--- src/rtl/counter_modn_updown.sv ---
// counter_modn_updown: modulo-N up/down counter with synchronous clear and load,
// wrap or saturate at the boundaries, terminal-count strobe for cascading, and
// an out-of-range load flag. Count arithmetic stays WIDTH bits wide, so
// MODULUS == 2**WIDTH needs no extra carry bit.
module counter_modn_updown #(
   parameter int WIDTH       = 3,
   parameter int MODULUS     = 6,
   parameter int STOP_AT_END = 0
)(
   input  logic             clk,
   input  logic             reset,
   input  logic             en,
   input  logic             up,
   input  logic             clear,
   input  logic             load,
   input  logic [WIDTH-1:0] load_value,
   output logic [WIDTH-1:0] count_out,
   output logic             tc_out,
   output logic             zero,
   output logic             load_err
);

   // Top of the count range, expressed in the counter's own width.
   localparam logic [WIDTH-1:0] C_MAX  = WIDTH'(MODULUS - 1);
   localparam logic [WIDTH-1:0] C_ZERO = WIDTH'(0);
   localparam logic [WIDTH-1:0] C_ONE  = WIDTH'(1);

   logic [WIDTH-1:0] r_count;
   logic             r_load_err;
   logic [WIDTH-1:0] w_count_nxt;
   logic             w_load_err_nxt;
   logic             w_at_max;
   logic             w_at_zero;
   logic             w_load_oor;

   // One enabled step in the requested direction. The boundary test comes
   // first, so the +1/-1 never has to wrap on its own; this keeps the count
   // in range even when MODULUS fills the whole WIDTH-bit space.
   function automatic logic [WIDTH-1:0] f_step(input logic [WIDTH-1:0] cnt,
                                                input logic             dir_up);
      logic [WIDTH-1:0] v_nxt;
      v_nxt = cnt;
      if (dir_up) begin
         if (cnt >= C_MAX) begin
            v_nxt = (STOP_AT_END != 0) ? C_MAX : C_ZERO;
         end else begin
            v_nxt = cnt + C_ONE;
         end
      end else begin
         if (cnt == C_ZERO) begin
            v_nxt = (STOP_AT_END != 0) ? C_ZERO : C_MAX;
         end else begin
            v_nxt = cnt - C_ONE;
         end
      end
      return v_nxt;
   endfunction

   assign w_at_max   = (r_count == C_MAX);
   assign w_at_zero  = (r_count == C_ZERO);
   // A load_value above C_MAX cannot occur when MODULUS == 2**WIDTH.
   assign w_load_oor = (load_value > C_MAX);

   // Next-state selection: clear beats load, and load beats counting.
   always_comb begin
      w_count_nxt    = r_count;
      w_load_err_nxt = 1'b0;
      if (clear) begin
         w_count_nxt = C_ZERO;
      end else if (load) begin
         if (w_load_oor) begin
            w_count_nxt    = C_MAX;
            w_load_err_nxt = 1'b1;
         end else begin
            w_count_nxt = load_value;
         end
      end else if (en) begin
         w_count_nxt = f_step(r_count, up);
      end else begin
         w_count_nxt = r_count;
      end
   end

   // Count and error-flag registers. Reset clears them at once, without
   // waiting for a clock edge, and drops any operation that was under way.
   always_ff @(posedge clk or negedge reset) begin
      if (!reset) begin
         r_count    <= C_ZERO;
         r_load_err <= 1'b0;
      end else begin
         r_count    <= w_count_nxt;
         r_load_err <= w_load_err_nxt;
      end
   end

   assign count_out = r_count;
   assign load_err  = r_load_err;
   assign zero      = w_at_zero;
   // The strobe fires only on an edge that will actually count across a
   // boundary, so a cascaded stage steps exactly once per roll-over.
   assign tc_out    = en & ~clear & ~load & ((up & w_at_max) | (~up & w_at_zero));

endmodule

--- config.mk ---
export PLATFORM = sky130hd
export DESIGN_NAME = counter_modn_updown
export DESIGN_NICKNAME = d
export VERILOG_FILES = /design/src/rtl/counter_modn_updown.sv
export SDC_FILE = /design/constraint.sdc
export NUM_CORES = 1
export LEC_CHECK = 0
export ABC_AREA = 1
export BUFFER_PORTS_ARGS = -buffer_cell sky130_fd_sc_hd__buf_2
export CORE_AREA = 2 2 39 41
export DETAILED_ROUTE_END_ITERATION = 16
export DIE_AREA = 0 0 41 43
export GPL_TIMING_DRIVEN = 0
export PLACE_DENSITY_LB_ADDON = 0.05
export REMOVE_ABC_BUFFERS = 1
export SETUP_SLACK_MARGIN = 0.4
export SLEW_MARGIN = 10
export SYNTH_ARGS = -nofsm -noshare
export SYNTH_HDL_FRONTEND = slang
export SYNTH_SLANG_ARGS = --single-unit
--- constraint.sdc ---
create_clock -name clk -period 1.17 [get_ports clk]
set_input_delay 0.1755 -clock clk [delete_from_list [all_inputs] [get_ports clk]]
set_output_delay 0.1755 -clock clk [all_outputs]
set_load 0.01 [all_outputs]
After elaboration in Yosys (flattened, before gate mapping)

Cells that the tools add are included.
W data, S select, Z words.

Register bits after elaboration: 4

Add/subtract/negate cells: 2
Multiplexer cells: 10
Eq/ne operators: 1
Reductions and logical operators: 2
Bitwise logic cells: 9
Magnitude comparators: 2

Operators by type and width:

| cell                  | count |
|---|---|
| $mux W3               | 7 |
| $and A1 B1 Y1         | 5 |
| $add A3 B1 Y3 const B | 1 |
| $eq A3 B3 Y1 const B  | 1 |
| $ge A3 B3 Y1 const B  | 1 |
| $gt A3 B3 Y1 const B  | 1 |
| $logic_not A3 Y1      | 1 |
| $mux W1               | 3 |
| $not A1 Y1            | 3 |
| $reduce_bool A3 Y1    | 1 |
| $sub A3 B1 Y3 const B | 1 |
| $or A1 B1 Y1          | 1 |

Longest topological paths before layout

Gate-level depths: netlist of the first run.

Depth in word-level cells: 6
Mapped depth: 10
Depth with buffers taken out: 10

Worst setup path before layout of the first run

No wires, ideal clock.

Path kind: register to output
From: register r_count[0], in the netlist count_out[0]
To: output tc_out
Cell stages (with the launch flop): 7
Arrival time: 1.280 ns
Required time: 0.995 ns
Buffers on the path: 0
Slack: -0.285 ns
Cells stage by stage: dfrtp_1 > inv_1 > ha_1 > inv_1 > nor2_2 > nor2_4 > nor3_1

Cells in the longest elaborated chain, start to end: 4
Elaborated cells on any way between the ends: 6
Those cells by class: 1 x eq/ne; 4 x bitwise; 1 x reduce/logical

Ends and longest elaborated chain:

| element                | RTL line | source |
|---|---|---|
| start, declared        | 28       | `logic [WIDTH-1:0] r_count;` |
| start signal, assigned | 91       | `r_count <= w_count_nxt;` |
| $logic_not A3 Y1       | 60       | `assign w_at_zero = (r_count == C_ZERO);` |
| net zero               | 19       | `output logic zero,` |
| $and A1 B1 Y1          | 101      | `assign tc_out = en & ~clear & ~load & ((up & w_at_max) \| (~up & w_at_zero));` |
| $or A1 B1 Y1           | 101      |  |
| $and A1 B1 Y1          | 101      |  |
| end, declared          | 18       | `output logic tc_out,` |

The timed path passes the listed nets, and every way through them passes these cells.

Final worst setup path of the first run

From: register r_count[0], in the netlist count_out[0]
To: output tc_out

Cells in the longest elaborated chain, start to end: 4
Elaborated cells on any way between the ends: 6
Those cells by class: 1 x eq/ne; 4 x bitwise; 1 x reduce/logical

Ends and longest elaborated chain:

| element                                          | RTL line |
|---|---|
| $eq A3 B3 Y1 or $logic_not A3 Y1 (tied branches) | 59, 60 |
| $and A1 B1 Y1                                    | 101 |
| $or A1 B1 Y1 (*)                                 | 101 |
| $and A1 B1 Y1 (*)                                | 101 |

Mark *: on every way between the ends. The rest lies on a longest branch, timed or not.

==> results of run 1 <==
per-layer routing:
| metal | track usage | share of wire | vias to the layer above |
|---|---|---|---|
| met1 | 0.1536 | 0.44 | 196 |
| li1 | - | - | 247 |
| met3 | 0.06283 | 0.042 | 0 |
| met4 | 0 | 0 | 0 |
| met2 | 0.1938 | 0.52 | 11 |
| met5 | 0 | 0 | - |
flip-flops by register name, summed over array words and instances (netlist names):
| signal | cells |
|---|---|
| count_out | 3 |
| load_err | 1 |
cells in the mapped netlist:
master   number  area [um2]
a21oi_1       5       25.02
dfrtp_1       4       100.1
ha_1          4       50.05
inv_1        12       45.04
nand2_1      23       86.33
nand3_1       3       15.01
nor2_1        5       18.77
nor2_2        1       6.260
nor2_4        1       11.26
nor3_1        2       10.01
o21ai_0       1       5.000
or2_2         1       6.260
xnor2_1       1       8.760
worst register-to-register path: stages, from the launching register on:
cell     delay, ps
dfrtp_2        410
buf_4          140
buf_6          110
ha_4           160
or2_4          220
nand2_2         50
nand3_1         70
nand2_1         70
nand2_1         50
worst max-delay path by stage:
stage	endpoint	start
final	tc_out	count_out[0]
after global routing	tc_out	count_out[0]
after CTS	tc_out	count_out[0]
after detailed placement	tc_out	count_out[0]
after global placement	tc_out	count_out[0]
after floorplan	tc_out	count_out[0]
metrics by stage:
| step | setup TNS [ps] | util | cell area, um2 | setup WS, ps |
|---|---|---|---|---|
| after floorplan | -781.0 | - | 387.9 | -285.3 |
| after detailed placement | -1031 | 0.3454 | 478.0 | -259.9 |
| after global routing | -1453 | 0.4946 | 684.4 | -360.0 |
| after CTS | -1124 | 0.4647 | 643.1 | -360.2 |
| final | -1130 | 0.4946 | 684.4 | -311.4 |
| after global placement | -1033 | 0.3454 | 478.0 | -255.1 |
where the power goes:
part | internal (uW) | switching [uW]
logic | 173 | 151
clock network | 114 | 51.6
registers | 152 | 13.9
area by class of cell:
| type | count | share of cell area |
|---|---|---|
| Clock buffer | 3 | 0.03291 |
| Sequential cell | 4 | 0.1499 |
| Inverter | 12 | 0.06581 |
| Multi-Input combinational cell | 47 | 0.4369 |
| Tap cell | 16 | 0.02925 |
| Timing Repair Buffer | 25 | 0.2852 |
kinds of logic (layout without fill, tap and decap cells):
logic type | after synthesis | count (layout) | synth area share
and+or+nand+nor | 36 | 36 | 0.3968
xor gates and xnor gates | 1 | 1 | 0.02258
DFF | 4 | 4 | 0.2581
adders and majority gates | 4 | 4 | 0.1290
AOI/OAI and AO/OA | 6 | 6 | 0.07740
buffers and inverters | 12 | 40 | 0.1161
timing repair:
| action | CTS | global route |
|---|---|---|
| hold buffers | 1 | 0 |
| hold endpoints to repair | 4 | 0 |
| endpoints found under the setup margin | 9 | 9 |
| pin swaps | 7 | 3 |
| gates resized for setup | 21 | 7 |
| buffers inserted | 8 | 2 |
==> metrics.yaml, run 1 <==
fmax_mhz: 675.1
holdCritStartpoint: "clear"
drtPass1Iterations: 4
violations: "negative setup slack"
fillers: 156
wl_um: 987
ant_nets: 0
clkTransAtPathRegs_ps: 40
worst-path-max-fanout: 3
maxSlewHeadroom: 0.8824
viasPerCell: 4.243
grt_first_pass_wirelength_mm: 1.476
synth.distinct_cells: 13
layout.cells.non_filler: 107
rr_worst_depth: 8
wire_per_inst_um: 9.224
worstSkewPairLatency_ps: 230
globalRouteOverflowTotal: 0
dieWidth_um: 41
r2r_slack_ps: -220
place_congestion: 0.6164
ys_warn_count: 0
ff_latch_area_um2: 102.6
rsz0062_at_grt: "true"
slowest_stage: "dfrtp_2"
antenna_found_initial: 0
cp-end-kind: "output port"
grt_util_all_layers: 0.1221
clock-sinks: 4
die-area_mm2: 0.001763
synthCells: 63
hold_violations: 0
synth_area_per_cell_um2: 6.157
num_rows: 14
power_uw: 656.5
antenna_cells: 0
drtIter0Drc: 2
multi_input_area_um2: 299.0
clock-root-buffer: "clkbuf_4"
initial_core_util: 0.2803
portBuffers: 14
cp.arrival_ps: 1310
syn_area_um2: 387.9
critPathTopFamily: "flip-flops"
numPlacedInstances: 93
cts_buffers: 3
holdPathEnd: "load_err"
num-nets-final: 106
fin_skew_ps: 4.556
final_cell_mix: "22 x nand2_1, 10 x buf_2, 8 x inv_1, 8 x buf_6, 6 x buf_4"
drv_cap: 0
clockBufferDepth: 2
vdd.ir_drop.worst_uv: 614.7
grt_pass1_vias: 390
drv_slew: 0
grt_max_degree: 7
area_growth_pct: 76.45
ys_seq_area_frac: 0.2581
drive_above_1_share: 0.4945
cp-start-kind: "flip-flop"
hpwl_um: 706
vias: 454
finalSetupViolCount: 6
ys_ff_latch: 4
hold_path.class: "in2reg"
crit_type: "reg2out"
layout_commonest_cell: "nand2_1"
rr_endpoint: "count_out[1]"
leakage_uw: 0.0003740
fp.dieH_um: 43
outcome: "finished with violations"
ios: 15
cp_num_cells: 5
power_density_mw_per_mm2: 959.2
core_area_mm2: 0.001384
cp_cell_sequence: "buf_4 -> ha_2 -> a21oi_2 -> nor3_2 -> buf_2"
slowest_delay_ps: 410
h-tree-depth: 1
layout_min_cycle_time_ps: 1481
worst_slack_ps: -311.4
cp_num_buf_inv: 2
worstPathRequired_ps: 990
r2r_start: "count_out[0]"
tightestPinTransition_ps: 175.1
cts_tree: "built"
route.detailed.drc: 0
min_delay_path_depth: 2
min_period_over_period: 1.266
holdWs_ps: 150.2
No activity file was read; power rests on OpenSTA's default activity.
==> inputs of run 2 (changes only) <==
- ABC_AREA: 1 -> not set
==> run 2 against run 1 <==
The flow still finishes with violations (negative setup slack); non-clock buffer count rose by 6; critical path depth grew 2; power shrank 2.5%; clock skew fell by 4.5 ps; largest cell class unchanged; clock power about the same; utilization up 3.6 points; flip-flop and latch count stayed put.
==> metrics.yaml, run 2 <==
fmax_mhz: 588.2  # -13%
maxSlewHeadroom: 0.8255  # -0.05685
wl_mm: 1.338  # +36%
grt_util_all_layers: 0.1650  # +0.04289
ys_seq_area_frac: 0.2477  # -0.01039
portBuffers: 14  # unchanged
cp.arrival_ps: 1800  # +490 ps
largest_reg_flops: 3  # unchanged
synth_edf_count: 0  # unchanged
synth_area_per_cell_um2: 8.981  # +46%
ant_nets: 0  # unchanged
hold_violations: 0  # unchanged
grt_first_pass_wirelength_mm: 1.863  # +26%
globalRouteOverflowTotal: 0  # unchanged
drive_above_1_share: 0.6104  # +0.1159
slowest_delay_ps: 400  # about the same
clockBufferDepth: 2  # unchanged
synthCells: 45  # -29%
grt_use_met3: 0.01571  # -0.04712
drtIter0Drc: 5  # +3
cp-start-kind: "flip-flop"
worstPathRequired_ps: 1270  # +280 ps
num_rows: 14  # unchanged
grt_pass1_vias: 404  # +3.6%
fp.dieH_um: 43  # unchanged
p_comb_frac: 0.481  # -0.013
synth_common_cells: "4 x dfrtp_1, 4 x ha_1, 3 x a21oi_1, 3 x inv_1"
vias: 478  # +5.3%
fin_skew_ps: 0.03533  # -4.521 ps
drv_cap: 0  # unchanged
vdd.ir_drop.worst_uv: 369.3  # -40%
cts_buffers: 3  # unchanged
synth_top_family_by_area: "compound AO/OA/AOI/OAI gates"
finalSetupViolCount: 8  # +2
die-area_mm2: 0.001763  # unchanged
ys_top_cells_by_area: "dfrtp_1 25%, ha_1 12%, a211o_1 4.3%, a21oi_1 3.7%, a211oi_1 3.7%"
synth.area.mux_share: 0.02477  # +0.02477
syn_area_um2: 404.1  # +4.2%
grtUsageMet2: 0.2625  # +0.06875
final.setup.tns_ps: -2294  # -1164 ps
pwr-share-seq: 0.257  # +0.004
synth-async-reset-ratio: 1.000  # unchanged
final_core_util: 0.5307  # +0.03617
initial_core_util: 0.2920  # +0.01175
min_period_over_period: 1.453  # +0.1870
clock-root-buffer: "clkbuf_4"
h-tree-depth: 1  # unchanged
area_growth_pct: 81.73
p_clk_frac: 0.261  # +0.008
leakage_uw: 0.0003320  # -11%
antenna_found_initial: 0  # unchanged
p_sw_uw: 203.3  # -6.2%
layout_commonest_cell: "buf_2"
ios: 15  # unchanged
place_congestion: 0.6763  # +9.7%
netlist.area_leader.share: 0.2477  # -0.01039
ys_ff_latch: 4  # unchanged
route.detailed.drc: 0  # unchanged
busiest_layer: "met2"
clkTransAtPathRegs_ps: 40  # about the same
layout_min_cycle_time_ps: 1700  # +218.7 ps
worst_slack_ps: -530.1  # -218.7 ps
switching_share: 0.3175  # -0.01244
crit_type: "reg2reg"
outcome: "finished with violations"
synth.distinct_cells: 29  # +16
cp-end-kind: "flip-flop"
synthAdderAreaFrac: 0.1238  # -0.005193
drv_slew: 0  # unchanged
clock-sinks: 4  # unchanged
synthFlopType: "dfrtp_1"
internal_power_uw: 436.9  # -0.68%
tightestPinTransition_ps: 259.5  # +84.41 ps
hpwl_um: 729  # +3.3%
antenna_cells: 0  # unchanged
synth_xor_area_frac: 0  # -0.02258
final_cell_mix: "12 x buf_2, 10 x buf_6, 8 x buf_4"
gr-usage-met1: 0.2006  # +0.04705
yosysTopAreaCell: "dfrtp_1"
hold_path.class: "in2reg"
viasPerCell: 5.140  # +21%
worst-path-max-fanout: 3  # unchanged
power_density_mw_per_mm2: 871.6  # -9.1%
yosys.area_share.simple: 0.2353  # -0.1615
cp_cell_sequence: "inv_4 -> ha_4 -> buf_4 -> buf_6 -> or3_1 -> a221oi_2 -> a211oi_1"
slowest_stage: "dfrtp_2"
num-nets-final: 92  # -13%
dieWidth_um: 41  # unchanged
wire_per_inst_um: 14.39  # +56%
cts_tree: "built"
grt_max_degree: 13  # +6
core_area_mm2: 0.001384  # unchanged
rsz0062_at_grt: "true"
worstSkewPairLatency_ps: 230  # about the same
ys_warn_count: 0  # unchanged
violations: "negative setup slack"
synth-compound-area-share: 0.2910  # +0.2136
drtPass1Iterations: 4  # unchanged
[run 2: cell count changes in the layout (fill, tap and decap cells not counted), sizes merged, moves of 3 or more]
cell	delta
nand2	-22
inv	-8
nor2	-5
nand3	-3
buf	+6
[run 2: path summary, 6_finish.rpt]
| path | start | to | slack (ps) | cells past startpoint |
|---|---|---|---|---|
| setup / recovery | count_out[0] | count_out[2] | -530 | 7 |
| hold / removal | clear | count_out[2] | 190 | 2 |
| setup reg to reg | count_out[0] | count_out[2] | -530 | 7 |
| hold reg to reg | count_out[2] | count_out[0] | 810 | 3 |
| max in group asynchronous | reset | count_out[2] | 730 | 2 |
| min in group asynchronous | reset | load_err | 310 | 2 |
[run 2: power by group through the flow]
| stage | sequential (uW) | clock (uW) | combinational (uW) |
|---|---|---|---|
| finish | 165 | 167 | 308 |
| global route | 166 | 187 | 334 |
| CTS | 162 | 174 | 256 |
| detailed placement | 176 | 0 | 153 |
| global placement | 176 | 0 | 154 |
| floorplan | 174 | 0 | 88.2 |
[run 2: worst max-delay path, delay by kind of cell, from the launching register on]
family          cells  cell delay [ps]
fa+ha+maj           1              150
buf+inv             3              290
simple gates        1              370
compound gates      2              360
flops               1              400
[run 2: layer usage]
metal,vias up,share of wire,wire length (um)
met5,-,0,0
met2,14,0.55,734
met3,0,0.034,46
li1,237,-,-
met4,0,0,0
met1,227,0.42,557
[run 2: cell families (layout without fill, tap and decap cells)]
group	count (synthesis)	count (layout)
mux	1	1
fa+ha+maj	4	4
flops	4	4
compound gates	16	16
simple gates	14	14
buf+inv	6	38
[run 2: area by class of cell]
type	count	area, um2
clock buffer	3	22.52
fill	141	649.4
inverter	4	17.52
multi-input combinational	35	327.8
sequential	4	103.9
tap	16	20.02
timing repair buffer	31	242.7
[run 2: what timing repair did]
action	4_1_cts	5_1_grt
buffers inserted	10	6
endpoints found under the hold margin	4	0
hold buffers	1	0
pin swaps	5	4
gates resized for setup	19	7
endpoints found under the setup margin	9	9
[run 2: stage by stage]
step	hold slack, ps	total power, uW	instances	setup slack [ps]	area (um2)
floorplan	-120.1	262.0	43	-462.0	387.9
global placement	-16.63	330.2	73	-582.4	478.0
detailed placement	-19.72	328.3	73	-563.8	478.0
CTS	181.1	592.8	87	-565.2	665.6
global route	209.3	686.6	93	-603.3	734.5
finish	191.7	640.2	93	-530.1	734.5
